--- src/rtl/shadow_capture_v2.sv ---
// Snapshot buffer with serial dump over NUM_CHAINS chains. A dump shifts out the
// local bits, then optionally forwards the upstream chains, then pulses done.
module shadow_capture_v2 #(
  parameter int DATA_W      = 16,
  parameter int NUM_CHAINS  = 2,
  parameter int DEPTH       = 4,
  parameter int OVERWRITE   = 0,
  parameter int UPSTREAM_EN = 1
) (
  input  logic                    clk,
  input  logic                    rst,
  input  logic                    capture_en,
  input  logic [DATA_W-1:0]       din,
  input  logic                    dump_en,
  input  logic [NUM_CHAINS-1:0]   chains_in,
  input  logic [NUM_CHAINS-1:0]   chains_in_vld,
  input  logic [NUM_CHAINS-1:0]   chains_in_done,
  output logic [NUM_CHAINS-1:0]   chain_dump_en,
  output logic [NUM_CHAINS-1:0]   chains_out,
  output logic [NUM_CHAINS-1:0]   chains_out_vld,
  output logic [NUM_CHAINS-1:0]   chains_out_done,
  output logic [$clog2(DEPTH):0]  count,
  output logic                    overflow,
  output logic                    busy,
  output logic [1:0]              dbg_state_o
);
  localparam int CHAIN_W = DATA_W / NUM_CHAINS;
  localparam int PTR_W   = $clog2(DEPTH);
  localparam int CNT_W   = PTR_W + 1;
  localparam int BIT_W   = (CHAIN_W > 1) ? $clog2(CHAIN_W) : 1;

  typedef enum logic [1:0] {IDLE, SHIFT, UPSTREAM, FINISH} state_e;

  state_e                  state_q, state_d;
  logic [PTR_W-1:0]        wr_ptr_q, wr_ptr_d, rd_ptr_q, rd_ptr_d;
  logic [CNT_W-1:0]        count_q, count_d;
  logic                    ovf_q, ovf_d;
  logic [NUM_CHAINS-1:0]   pend_q, pend_d;
  logic [NUM_CHAINS-1:0]   fwd_bit_q, fwd_bit_d, fwd_vld_q, fwd_vld_d;
  logic [BIT_W-1:0]        bit_q, bit_d;
  logic [DATA_W-1:0]       sh_q, sh_d;
  logic [DATA_W-1:0]       mem_q [DEPTH];
  logic                    mem_we, full, pop;

  // Buffer bookkeeping; a pop in the same cycle frees the slot a full-buffer capture needs.
  always_comb begin
    full     = (count_q == CNT_W'(DEPTH));
    pop      = (state_q == IDLE) && dump_en && (count_q != '0);
    wr_ptr_d = wr_ptr_q;
    rd_ptr_d = rd_ptr_q;
    count_d  = count_q;
    ovf_d    = ovf_q;
    mem_we   = 1'b0;
    if (pop) rd_ptr_d = rd_ptr_q + 1'b1;
    if (capture_en) begin
      if (!full || pop) begin
        mem_we   = 1'b1;
        wr_ptr_d = wr_ptr_q + 1'b1;
        if (!pop) count_d = count_q + 1'b1;
      end else begin
        ovf_d = 1'b1;
        if (OVERWRITE != 0) begin
          mem_we   = 1'b1;
          wr_ptr_d = wr_ptr_q + 1'b1;
          rd_ptr_d = rd_ptr_q + 1'b1;
        end
      end
    end else if (pop) begin
      count_d = count_q - 1'b1;
    end
  end

  // chains_out_vld qualifies chains_out each cycle; there is no backpressure on either side.
  always_comb begin
    state_d         = state_q;
    bit_d           = bit_q;
    sh_d            = sh_q;
    pend_d          = pend_q;
    fwd_bit_d       = '0;
    fwd_vld_d       = '0;
    chain_dump_en   = '0;
    chains_out      = '0;
    chains_out_vld  = '0;
    chains_out_done = '0;
    case (state_q)
      IDLE: begin
        if (pop) begin
          sh_d    = mem_q[rd_ptr_q];
          bit_d   = '0;
          state_d = SHIFT;
        end
      end
      SHIFT: begin
        chains_out_vld = '1;
        for (int k = 0; k < NUM_CHAINS; k++) begin
          chains_out[k]                  = sh_q[k*CHAIN_W];
          sh_d[k*CHAIN_W +: CHAIN_W]     = sh_q[k*CHAIN_W +: CHAIN_W] >> 1;
        end
        bit_d = bit_q + 1'b1;
        if (bit_q == BIT_W'(CHAIN_W - 1)) begin
          if (UPSTREAM_EN != 0) begin
            state_d = UPSTREAM;
            pend_d  = '1;
          end else begin
            state_d = FINISH;
          end
        end
      end
      UPSTREAM: begin
        chain_dump_en  = pend_q;
        chains_out     = fwd_bit_q;
        chains_out_vld = fwd_vld_q;
        fwd_bit_d      = chains_in & pend_q;
        fwd_vld_d      = chains_in_vld & pend_q;
        pend_d         = pend_q & ~chains_in_done;
        // The bit registered on the final done cycle is shown here before leaving.
        if (pend_q == '0) state_d = FINISH;
      end
      FINISH: begin
        chains_out_done = '1;
        state_d         = IDLE;
      end
      default: state_d = IDLE;
    endcase
  end

  always_ff @(posedge clk or negedge rst) begin
    if (!rst) begin
      state_q   <= IDLE;
      wr_ptr_q  <= '0;
      rd_ptr_q  <= '0;
      count_q   <= '0;
      ovf_q     <= 1'b0;
      pend_q    <= '0;
      fwd_bit_q <= '0;
      fwd_vld_q <= '0;
      bit_q     <= '0;
      sh_q      <= '0;
    end else begin
      state_q   <= state_d;
      wr_ptr_q  <= wr_ptr_d;
      rd_ptr_q  <= rd_ptr_d;
      count_q   <= count_d;
      ovf_q     <= ovf_d;
      pend_q    <= pend_d;
      fwd_bit_q <= fwd_bit_d;
      fwd_vld_q <= fwd_vld_d;
      bit_q     <= bit_d;
      sh_q      <= sh_d;
    end
  end

  always_ff @(posedge clk) begin
    if (mem_we) mem_q[wr_ptr_q] <= din;
  end

  assign count       = count_q;
  assign overflow    = ovf_q;
  assign busy        = (state_q != IDLE);
  assign dbg_state_o = state_q;
endmodule
--- config.mk ---
export PLATFORM = sky130hd
export DESIGN_NAME = shadow_capture_v2
export DESIGN_NICKNAME = d
export VERILOG_FILES = /design/src/rtl/shadow_capture_v2.sv
export SDC_FILE = /design/constraint.sdc
export NUM_CORES = 1
export LEC_CHECK = 0
export CAP_MARGIN = 20
export CELL_PAD_IN_SITES_DETAIL_PLACEMENT = 1
export CELL_PAD_IN_SITES_GLOBAL_PLACEMENT = 2
export CORE_ASPECT_RATIO = 0.8
export CORE_MARGIN = 5
export CORE_UTILIZATION = 40
export DETAILED_ROUTE_END_ITERATION = 12
export DONT_BUFFER_PORTS = 1
export GPL_TIMING_DRIVEN = 0
export PLACE_DENSITY_LB_ADDON = 0.1
export SLEW_MARGIN = 20
export SYNTH_ARGS = -nofsm -noshare
export SYNTH_HDL_FRONTEND = slang
export SYNTH_SLANG_ARGS = --single-unit
--- constraint.sdc ---
create_clock -name clk -period 2.9 [get_ports clk]
set_clock_uncertainty 0.15 [all_clocks]
set_input_delay 0.58 -clock clk [delete_from_list [all_inputs] [get_ports clk]]
set_output_delay 0.58 -clock clk [all_outputs]
set_load 0.02 [all_outputs]
After elaboration in Yosys (flattened, before gate mapping)
Memories as Yosys holds them, arrays and structs flattened.
Cells that the tools add are included.
{"block": "word_totals", "register_bits": 35, "ramBits": 64, "in_bits": 26, "word_cells": 72, "memories": 1}
{"block": "classes", "addsub": 5, "n_eq_ne": 10, "muxes": 24, "bitwise_logic": 5, "reduce_logical": 17}
{"name": "mem_q", "words": 4, "word_bits": 16, "read_ports": 1, "rd_clocked_by_memory_dff": 0, "wr": 1, "line_no": "42", "source": "logic [DATA_W-1:0] mem_q [DEPTH];"}
{"cell": "16-bit case mux with 2 select lines", "n": 1}
{"cell": "16-bit 2-to-1 mux", "n": 1}
{"cell": "2-bit 2-to-1 mux", "n": 8}
{"cell": "3-bit 2-to-1 mux", "n": 5}
{"cell": "2-bit case mux with 2 select lines", "n": 3}
{"cell": "2-bit != test, second input constant", "n": 4}
{"cell": "2-bit case mux with 4 select lines", "n": 1}
{"cell": "2-bit AND reduction", "n": 4}
{"cell": "2-bit nonzero test", "n": 4}
{"cell": "3-bit by 1-bit adder with 3-bit output, second input constant", "n": 2}
{"cell": "2-bit AND", "n": 3}
{"cell": "3-bit == test, second input constant", "n": 2}
{"cell": "3-bit case mux with 2 select lines", "n": 1}
{"cell": "3-bit AND reduction", "n": 2}
{"cell": "2-bit by 1-bit adder with 2-bit output, second input constant", "n": 2}
{"cell": "2-bit == test, second input constant", "n": 2}
{"cell": "2-bit logical NOT", "n": 2}
{"cell": "1-bit 2-to-1 mux", "n": 4}
{"cell": "3-bit nonzero test", "n": 1}
{"cell": "3-bit by 1-bit subtractor with 3-bit output, second input constant", "n": 1}
{"cell": "2-bit by 1-bit == test with 1-bit output, second input constant", "n": 1}
{"cell": "1-bit logical AND", "n": 2}
{"cell": "2-bit by 1-bit != test with 1-bit output, second input constant", "n": 1}
{"cell": "2-bit NOT", "n": 1}
{"cell": "other kinds (3)", "n": 3}

Depth between registers and ports, before layout
Gate-level depths: netlist of run 1.
{"block": "depth", "ltp_word": 8, "mapped_depth": 8, "mapped_depth_nobuf": 5}

Least setup slack after synthesis of run 1
Ideal clock, no wire load.
{"block": "synth_timing", "path_kind": "register to output", "from": "register state_q[1], in the netlist dbg_state_o[1]", "to": "output port chains_out[0]", "arrival_time_ns": 1.576, "required_time_ns": 2.170, "path_slack_ns": 0.594, "path_stages_with_launch": 7, "n_path_buf": 2, "path_cell_list": "dfrtp_1 > inv_1 > ha_1 > buf_2 > clkbuf_1 > a22oi_1 > nor2b_1"}
{"block": "synth_via", "elab_chain_cells": 2, "word_cells_on_any_way": 3}
{"item": "start, declared", "line_no": "34", "source": "state_e state_q, state_d;"}
{"item": "start signal, assigned", "line_no": "140", "source": "state_q <= state_d;"}
{"item": "2-bit == test / 2-bit by 1-bit == test with 1-bit output (equally long branches)", "line_no": "85", "source": "case (state_q)"}
{"item": "2-bit case mux with 2 select lines *", "line_no": "85"}
{"item": "end, declared", "line_no": "19", "source": "output logic [NUM_CHAINS-1:0] chains_out,"}
Mark *: on every way between the ends. The rest lies on a longest branch, timed or not.

Worst setup path in the final report of run 1
Same ends and word-level chain as after synthesis.

==> run metrics, run 1 <==
worst vdd ir=0.0004017 V; Tcrit/Tclk final=92.51%; Netlist cell types=44; post-route minimum period=2683 ps; Max clock buf depth=2; Final Max Tran Viols=0; CP max stage cell=dfrtp_1; Startpoint Class=flip-flop; Post-DRT Antenna Nets=0; actual slew at the worst max-slew pin=560.0 ps; met3 WL=404 um; hold slack=183.4 ps; Via density=5.173; vias in the first global route=2560; Leak Pwr=1.896 nW; Worst path max stage delay=490 ps; hold path start=din[14]; Total Routing Usage GR=14.40%; Warnings, synthesis=0; total nets after synthesis=319; Reg clk slew, reported paths=70 ps; clock latency on the worst-skew pair=340 ps; RSZ-0062 raised after global routing=false; most common cell after layout, fill and taps aside=edfxtp_1; hold-critical path depth=0; r2r worst-path depth=5; share of flip-flops with an asynchronous set or reset after synthesis=35.35%; FF-to-FF End=mem_q[3][9]; gpl congestion=0.7638; Post-route DRC=0; first-pass GRT wire length=13970 um; Buffers on Ports=0; final hold vios=0; area grow syn2layout=12.78%; outcome=completed; cell count after synthesis=282; layout cells sized above 1=20.07%; critical path type=flip-flop to primary output; initial DRC count=107; floorplan row count=33; crit path setup slack, layout=217.3 ps; Worst Path Max Fanout=18; Post-synth EDFFs=64; overflow left after global routing=0; Register-to-Register Setup Slack=300 ps; Highest Signal Layer=met4; Worst Hold Class=input port to flip-flop; delay-heaviest family, CP=flip-flops; fmax=0.3728 GHz; Setup WS pre-CTS=-56.67 ps; largest net degree at the start of global routing=36; wl on met1=4179 um; Netlist Area Pre-Place=0.004299 mm^2; routed len/inst=19.66 um; worst path arrival time=1950 ps; Layout fillers=1031; max cap viols=0; Synth Register Bits=99; CTS Root Cell=clkbuf_16; die area=0.01293 mm^2; most frequent cells in the layout=edfxtp_1, dfrtp_1, mux2i_1, nand2_1, o221ai_1; Primary FF master, synth=edfxtp_1; slew margin rel.=62.67%; CTS tree=built; largest area contributor in the netlist=edfxtp_1; Die H=102.7 um; Seq/Total Area, Yosys=65.08%; initial antenna violation count=0; Core ar.=0.01036 mm^2; Net count, final=331; metal2 WL=3927 um; top post-synthesis cells by area=edfxtp_1, dfrtp_1, mux2i_1, mux2_4, o221ai_1; critical path cell sequence=inv_1 -> ha_1 -> buf_2 -> a22oi_1 -> nor2b_1; power density cells=1174 mW/mm^2; Worst R2R Start=dbg_state_o[0]; I/O pin count=41; Pre-antenna DRT Iters=4; CTS Sinks=99; ant diodes=0; Die X=125.9 um; average size of a mapped cell=15.25 um^2; critical path capture point type=primary output; WL final=8630 um; via count=2271; CTS buffer count=9; Initial Utilization=41.48%; Hold Path Sink=mem_q[3][14]; Worst EP required=2170 ps; worst path buffer plus inverter count=2; DP HPWL=5682 um; final setup vio count=0; top-area cell type share of the netlist area=44.70%; H-tree Lvls=3
-- sequential cells by signal (all words and copies together), names as in the netlist, 3 cells and up --
signal / cells
bit_q: 3
count: 3
mem_q: 64
sh_q: 16
-- final cells by class --
class / count / area (um^2) / share of cell area (%)
buffer: 17 / 105.1 / 2.168
clock inverter: 6 / 112.6 / 2.323
timing repair buffer: 2 / 30.03 / 0.6194
inverter: 8 / 30.03 / 0.6194
clock buffer: 10 / 229.0 / 4.723
sequential: 99 / 2798 / 57.70
multi-input combinational: 157 / 1369 / 28.23
tap: 140 / 175.2 / 3.613
-- how the worst max path moves through the flow --
stage,to,cells after the start,slack [ps],startpoint
2_1_floorplan,chains_out[0],6,590,dbg_state_o[1]
3_3_place_gp,mem_q[2][11],5,-60,dbg_state_o[0]
3_5_place_dp,mem_q[3][11],5,-60,dbg_state_o[0]
4_1_cts,chains_out[1],5,50,dbg_state_o[0]
5_1_grt,chains_out[1],5,70,dbg_state_o[0]
6_report,chains_out[0],5,220,dbg_state_o[1]
-- through the flow --
stage | cells | total power, mW | area (um^2) | TNS, ps | util [%]
after detailed placement | 422 | 4.412 | 4474 | -2522 | 43.17
final | 439 | 5.690 | 4848 | 0 | 46.78
after global routing | 439 | 6.065 | 4848 | 0 | 46.78
after floorplan | 282 | 3.877 | 4299 | 0 | -
after global placement | 422 | 4.364 | 4474 | -1938 | 43.17
after CTS | 439 | 5.783 | 4847 | 0 | 46.77
-- layer usage --
layer / global-route usage (%) / up-vias
met4: 4.946 / 0
met1: 19.45 / 1143
met2: 22.15 / 36
met3: 4.713 / 8
li1: - / 1084
met5: 0 / -
-- cell families (layout without fill, tap and decap cells) --
family	after synthesis	count (layout)	share of synthesized area, %
DFF	99	99	65.08
and+or+nand+nor	50	50	5.792
muxes	48	48	13.13
AOI/OAI and AO/OA	43	43	8.411
buffers and inverters	26	43	3.201
adders and majority gates	11	11	3.376
xor gates and xnor gates	5	5	1.019
-- synth_stat cells, types with 4 or more instances --
cell	count
and2_1	6
and3_1	4
buf_2	11
dfrtp_1	35
edfxtp_1	64
ha_1	10
inv_1	8
mux2_2	7
mux2_4	10
mux2i_1	29
nand2_1	22
nand3_1	5
nor2b_1	5
o221ai_1	15
-- where the power goes --
part / internal (mW) / switching, mW
Combinational: 0.983 / 1.18
Clock: 0.846 / 0.500
Sequential: 1.94 / 0.240
Total: 3.77 / 1.92
-- what timing repair did --
item                                    CTS  global route
endpoints found under the setup margin   68             1
pin swaps                                 0             0
hold endpoints to repair                 35             0
resized for setup                         4             2
hold buffers                              2             0
buffers inserted                          0             0
Note: power is estimated with default switching activity, not from simulation.
==> run 2, diff against run 1 <==
Settings changed: PLACE_DENSITY set to 0.66, PLACE_DENSITY_LB_ADDON 0.1 to not set.
==> run 2 against run 1 <==
Against the previous run: routed wire length rose by 4.5%; sequential share of layout area increased by 0.39 points; largest power group is now combinational cells; final area fell by 0.67%.
==> run metrics, run 2 (same netlist as run 1, synthesis figures left out) <==
r2r worst-path depth=5; CTS tree=built; WL final=9022 um; critical path capture point type=primary output; largest registers=mem_q x64, sh_q x16; vias in the first global route=2601; actual slew at the worst max-slew pin=577.0 ps; Worst EP required=2170 ps; first-pass GRT wire length=14230 um; area grow syn2layout=12.02%; Worst Path Max Fanout=18; Die H=102.7 um; clock latency on the worst-skew pair=350 ps; initial antenna violation count=0; Initial Utilization=41.48%; hold-critical path depth=0; final cell count without fillers=439; power density cells=1161 mW/mm^2; crit path setup slack, layout=179.2 ps; Setup Buffers After CTS=0; Worst Hold Class=input port to flip-flop; Via density=5.282; outcome=completed; slew margin rel.=61.53%; worst vdd ir=0.0004262 V; via count=2319; gpl congestion=0.7497; final setup vio count=0; Final Max Tran Viols=0; Startpoint Class=flip-flop; largest net degree at the start of global routing=36; Max clock buf depth=2; layout cells sized above 1=20.74%; max cap viols=0; final hold vios=0; Core ar.=0.01036 mm^2; fmax=0.3675 GHz; Die X=125.9 um; most frequent cells in the layout=edfxtp_1, dfrtp_1, mux2i_1, nand2_1, o221ai_1; overflow left after global routing=0; CTS Root Cell=clkbuf_16; routed len/inst=20.55 um; Net count, final=331; Pre-antenna DRT Iters=4; area post-placement=0.004474 mm^2; Buffers on Ports=0; die area=0.01293 mm^2; Setup WS pre-CTS=-104.8 ps; Total Routing Usage GR=14.79%; post-route minimum period=2721 ps; Reg clk slew, reported paths=70 ps; Post-DRT Antenna Nets=0; DP HPWL=5991 um; CTS Sinks=99; floorplan row count=33; H-tree Lvls=3; I/O pin count=41; ant diodes=0; fin area=0.004816 mm^2; Placed Cells=422; most common cell after layout, fill and taps aside=edfxtp_1; Tcrit/Tclk final=93.82%; Post-route DRC=0; CTS buffer count=9; max FFs per register=64; initial DRC count=70; RSZ-0062 raised after global routing=false; worst path arrival time=1990 ps; critical path type=flip-flop to primary output; Leak Pwr=1.877 nW; Biggest register=mem_q
run 2: worst paths after layout:
check / end / slack (ps) / startpoint
min in group asynchronous: sh_q[6] / 590 / rst
worst max register to register: mem_q[2][14] / 230 / dbg_state_o[0]
max in group asynchronous: fwd_vld_q[0] / 1830 / rst
worst max-delay path: chains_out[0] / 180 / dbg_state_o[1]
worst min register to register: sh_q[2] / 360 / sh_q[2]
worst min-delay path: mem_q[3][13] / 170 / din[13]
run 2: cell type report:
cell class	instances	area [um^2]
Timing Repair Buffer	2	30.03
Inverter	8	30.03
Fill cell	1041	5548
Clock buffer	9	225.2
Sequential cell	99	2798
Tap cell	140	175.2
Multi-Input combinational cell	157	1371
Buffer	17	105.1
Clock inverter	7	81.33
run 2: metrics by stage:
step	hold slack (ps)	utilization [%]	total power [mW]	setup TNS (ps)
after floorplan	134.4	-	3.877	0
after global placement	135.3	43.17	4.357	-2528
after detailed placement	135.1	43.17	4.422	-4184
after CTS	163.2	46.43	5.664	0
after global routing	156.4	46.47	5.944	0
final	173.9	46.47	5.589	0
run 2: power breakdown:
group	internal [mW]	leakage, nW	switching, mW
sequential	1.94	1.01	0.242
combinational	0.985	0.717	1.21
clock	0.680	0.147	0.531
total	3.61	1.88	1.98
run 2: what timing repair did:
item	in CTS	in global routing
gates resized for setup	4	3
hold buffers	2	0
hold endpoints to repair	35	0
endpoints found under the setup margin	68	1
run 2: metal layers:
metal | global-route usage, % | wire length [um] | up-vias
li1 | - | - | 1096
met1 | 18.52 | 4179 | 1167
met2 | 23.95 | 4173 | 42
met3 | 5.023 | 512 | 14
met4 | 5.936 | 157 | 0
met5 | 0 | 0 | -
run 2: critical path, cell delays in order, from the launching register on:
cell and delay, ps:
dfrtp_1 490, inv_1 130, ha_1 140, buf_2 320, a22oi_1 150, nor2b_1 400
==> run 3, diff against run 2 <==
Settings changed: PLACE_DENSITY 0.66 to 0.67.
==> run 3 against run 2 <==
Against the previous run: non-clock buffer count did not move; die area unchanged; critical path depth did not move; global-route usage fell by 0.54 points; total power down 3.3%; clock power is 12% lower; sequential share of layout area grew 0.63 points; setup slack improved by 49 ps; flip-flop and latch count stayed put; final cell count unchanged; register-to-register slack about the same; maximum frequency grew 1.9%; critical path type unchanged.
==> run metrics, run 3 (same netlist as run 1, synthesis figures left out) <==
Leak Pwr=1.852 nW; layout cells sized above 1=19.06%; Final Max Tran Viols=0; critical path cell sequence=inv_1 -> ha_1 -> clkbuf_2 -> a22oi_1 -> nor2b_1; Net count, final=331; delay-heaviest family, CP=flip-flops; Register-to-Register Setup Slack=240 ps; die area=0.01293 mm^2; initial DRC count=96; via count=2316; Max clock buf depth=2; most frequent cells in the layout=edfxtp_1, dfrtp_1, mux2i_1, nand2_1, o221ai_1; Post-route DRC=0; power density cells=1134 mW/mm^2; slew margin rel.=63.07%; Biggest register=mem_q; largest registers=mem_q x64, sh_q x16; max cap viols=0; routed len/inst=19.80 um; Via density=5.276; outcome=completed; hold slack=184.3 ps; clock latency on the worst-skew pair=340 ps; Reg clk slew, reported paths=60 ps; CP max stage cell=dfrtp_1; fmax=0.3743 GHz; Die X=125.9 um; initial antenna violation count=0; CTS buffer count=9; CTS tree=built; Startpoint Class=flip-flop; area grow syn2layout=10.83%; Setup WS pre-CTS=-74.07 ps; worst path arrival time=1940 ps; critical path capture point type=primary output; worst vdd ir=0.0003854 V; Tcrit/Tclk final=92.11%; floorplan row count=33; CTS Root Cell=clkbuf_16; Worst Hold Class=input port to flip-flop; critical path type=flip-flop to primary output; utilization after layout=45.97%; Pre-antenna DRT Iters=4; first-pass GRT wire length=14040 um; DP HPWL=5811 um; Initial Utilization=41.48%; Die H=102.7 um; most common cell after layout, fill and taps aside=edfxtp_1; gpl congestion=0.7698; crit path setup slack, layout=228.7 ps; WL final=8693 um; Worst EP required=2170 ps; I/O pin count=41; Core ar.=0.01036 mm^2; ant diodes=0; max FFs per register=64; final setup vio count=0; largest net degree at the start of global routing=36; vias in the first global route=2583; Total Routing Usage GR=14.25%; Buffers on Ports=0; worst path buffer plus inverter count=2; Worst Path Max Fanout=10; fin area=0.004765 mm^2; overflow left after global routing=0; H-tree Lvls=3; post-route minimum period=2671 ps; RSZ-0062 raised after global routing=false; Layout fillers=1034; actual slew at the worst max-slew pin=553.9 ps; CTS Sinks=99; Worst path max stage delay=500 ps; Post-DRT Antenna Nets=0; area post-placement=0.004474 mm^2; final hold vios=0
run 3: worst paths after layout:
kind | startpoint | to | depth (start not counted)
setup reg to reg | dbg_state_o[0] | mem_q[0][11] | 5
setup / recovery | dbg_state_o[0] | chains_out[1] | 5
min in group asynchronous | rst | count[0] | 2
max in group asynchronous | rst | sh_q[9] | 2
hold reg to reg | bit_q[2] | bit_q[2] | 1
hold / removal | din[14] | mem_q[3][14] | 0
run 3: timing repair:
item                                    in CTS  in global routing
gates resized for setup                      4                  2
endpoints found under the setup margin      68                  1
buffers inserted                             0                  0
hold buffers                                 2                  0
hold endpoints to repair                    35                  0
run 3: routing by layer:
| layer | global-route usage, % | part of all wire, % | up-vias |
|---|---|---|---|
| met1 | 18.67 | 48 | 1190 |
| met3 | 4.972 | 4.9 | 8 |
| met4 | 3.710 | 1.0 | 0 |
| met2 | 22.97 | 46 | 32 |
| met5 | 0 | 0 | - |
| li1 | - | - | 1086 |
run 3: stage by stage:
stage	total power, mW	std cells	setup TNS, ps
detailed placement	4.403	422	-3557
floorplan	3.877	282	0
finish	5.403	439	0
CTS	5.504	439	0
global placement	4.353	422	-210.6
global route	5.760	439	0
run 3: area by class of cell:
type / instances / area [um^2] / area share, %
buffer: 17 / 105.1 / 2.206
clock buffer: 13 / 240.2 / 5.042
clock inverter: 3 / 17.52 / 0.3676
inverter: 8 / 30.03 / 0.6303
multi-input combinational: 157 / 1369 / 28.73
sequential: 99 / 2798 / 58.72
tap: 140 / 175.2 / 3.676
timing repair buffer: 2 / 30.03 / 0.6303
run 3: report_power, final:
part | internal [mW] | switching (mW) | total, mW | leakage (nW)
clock network | 0.580 | 0.479 | 1.06 | 0.124
registers | 1.94 | 0.239 | 2.18 | 1.01
logic | 0.982 | 1.18 | 2.16 | 0.716
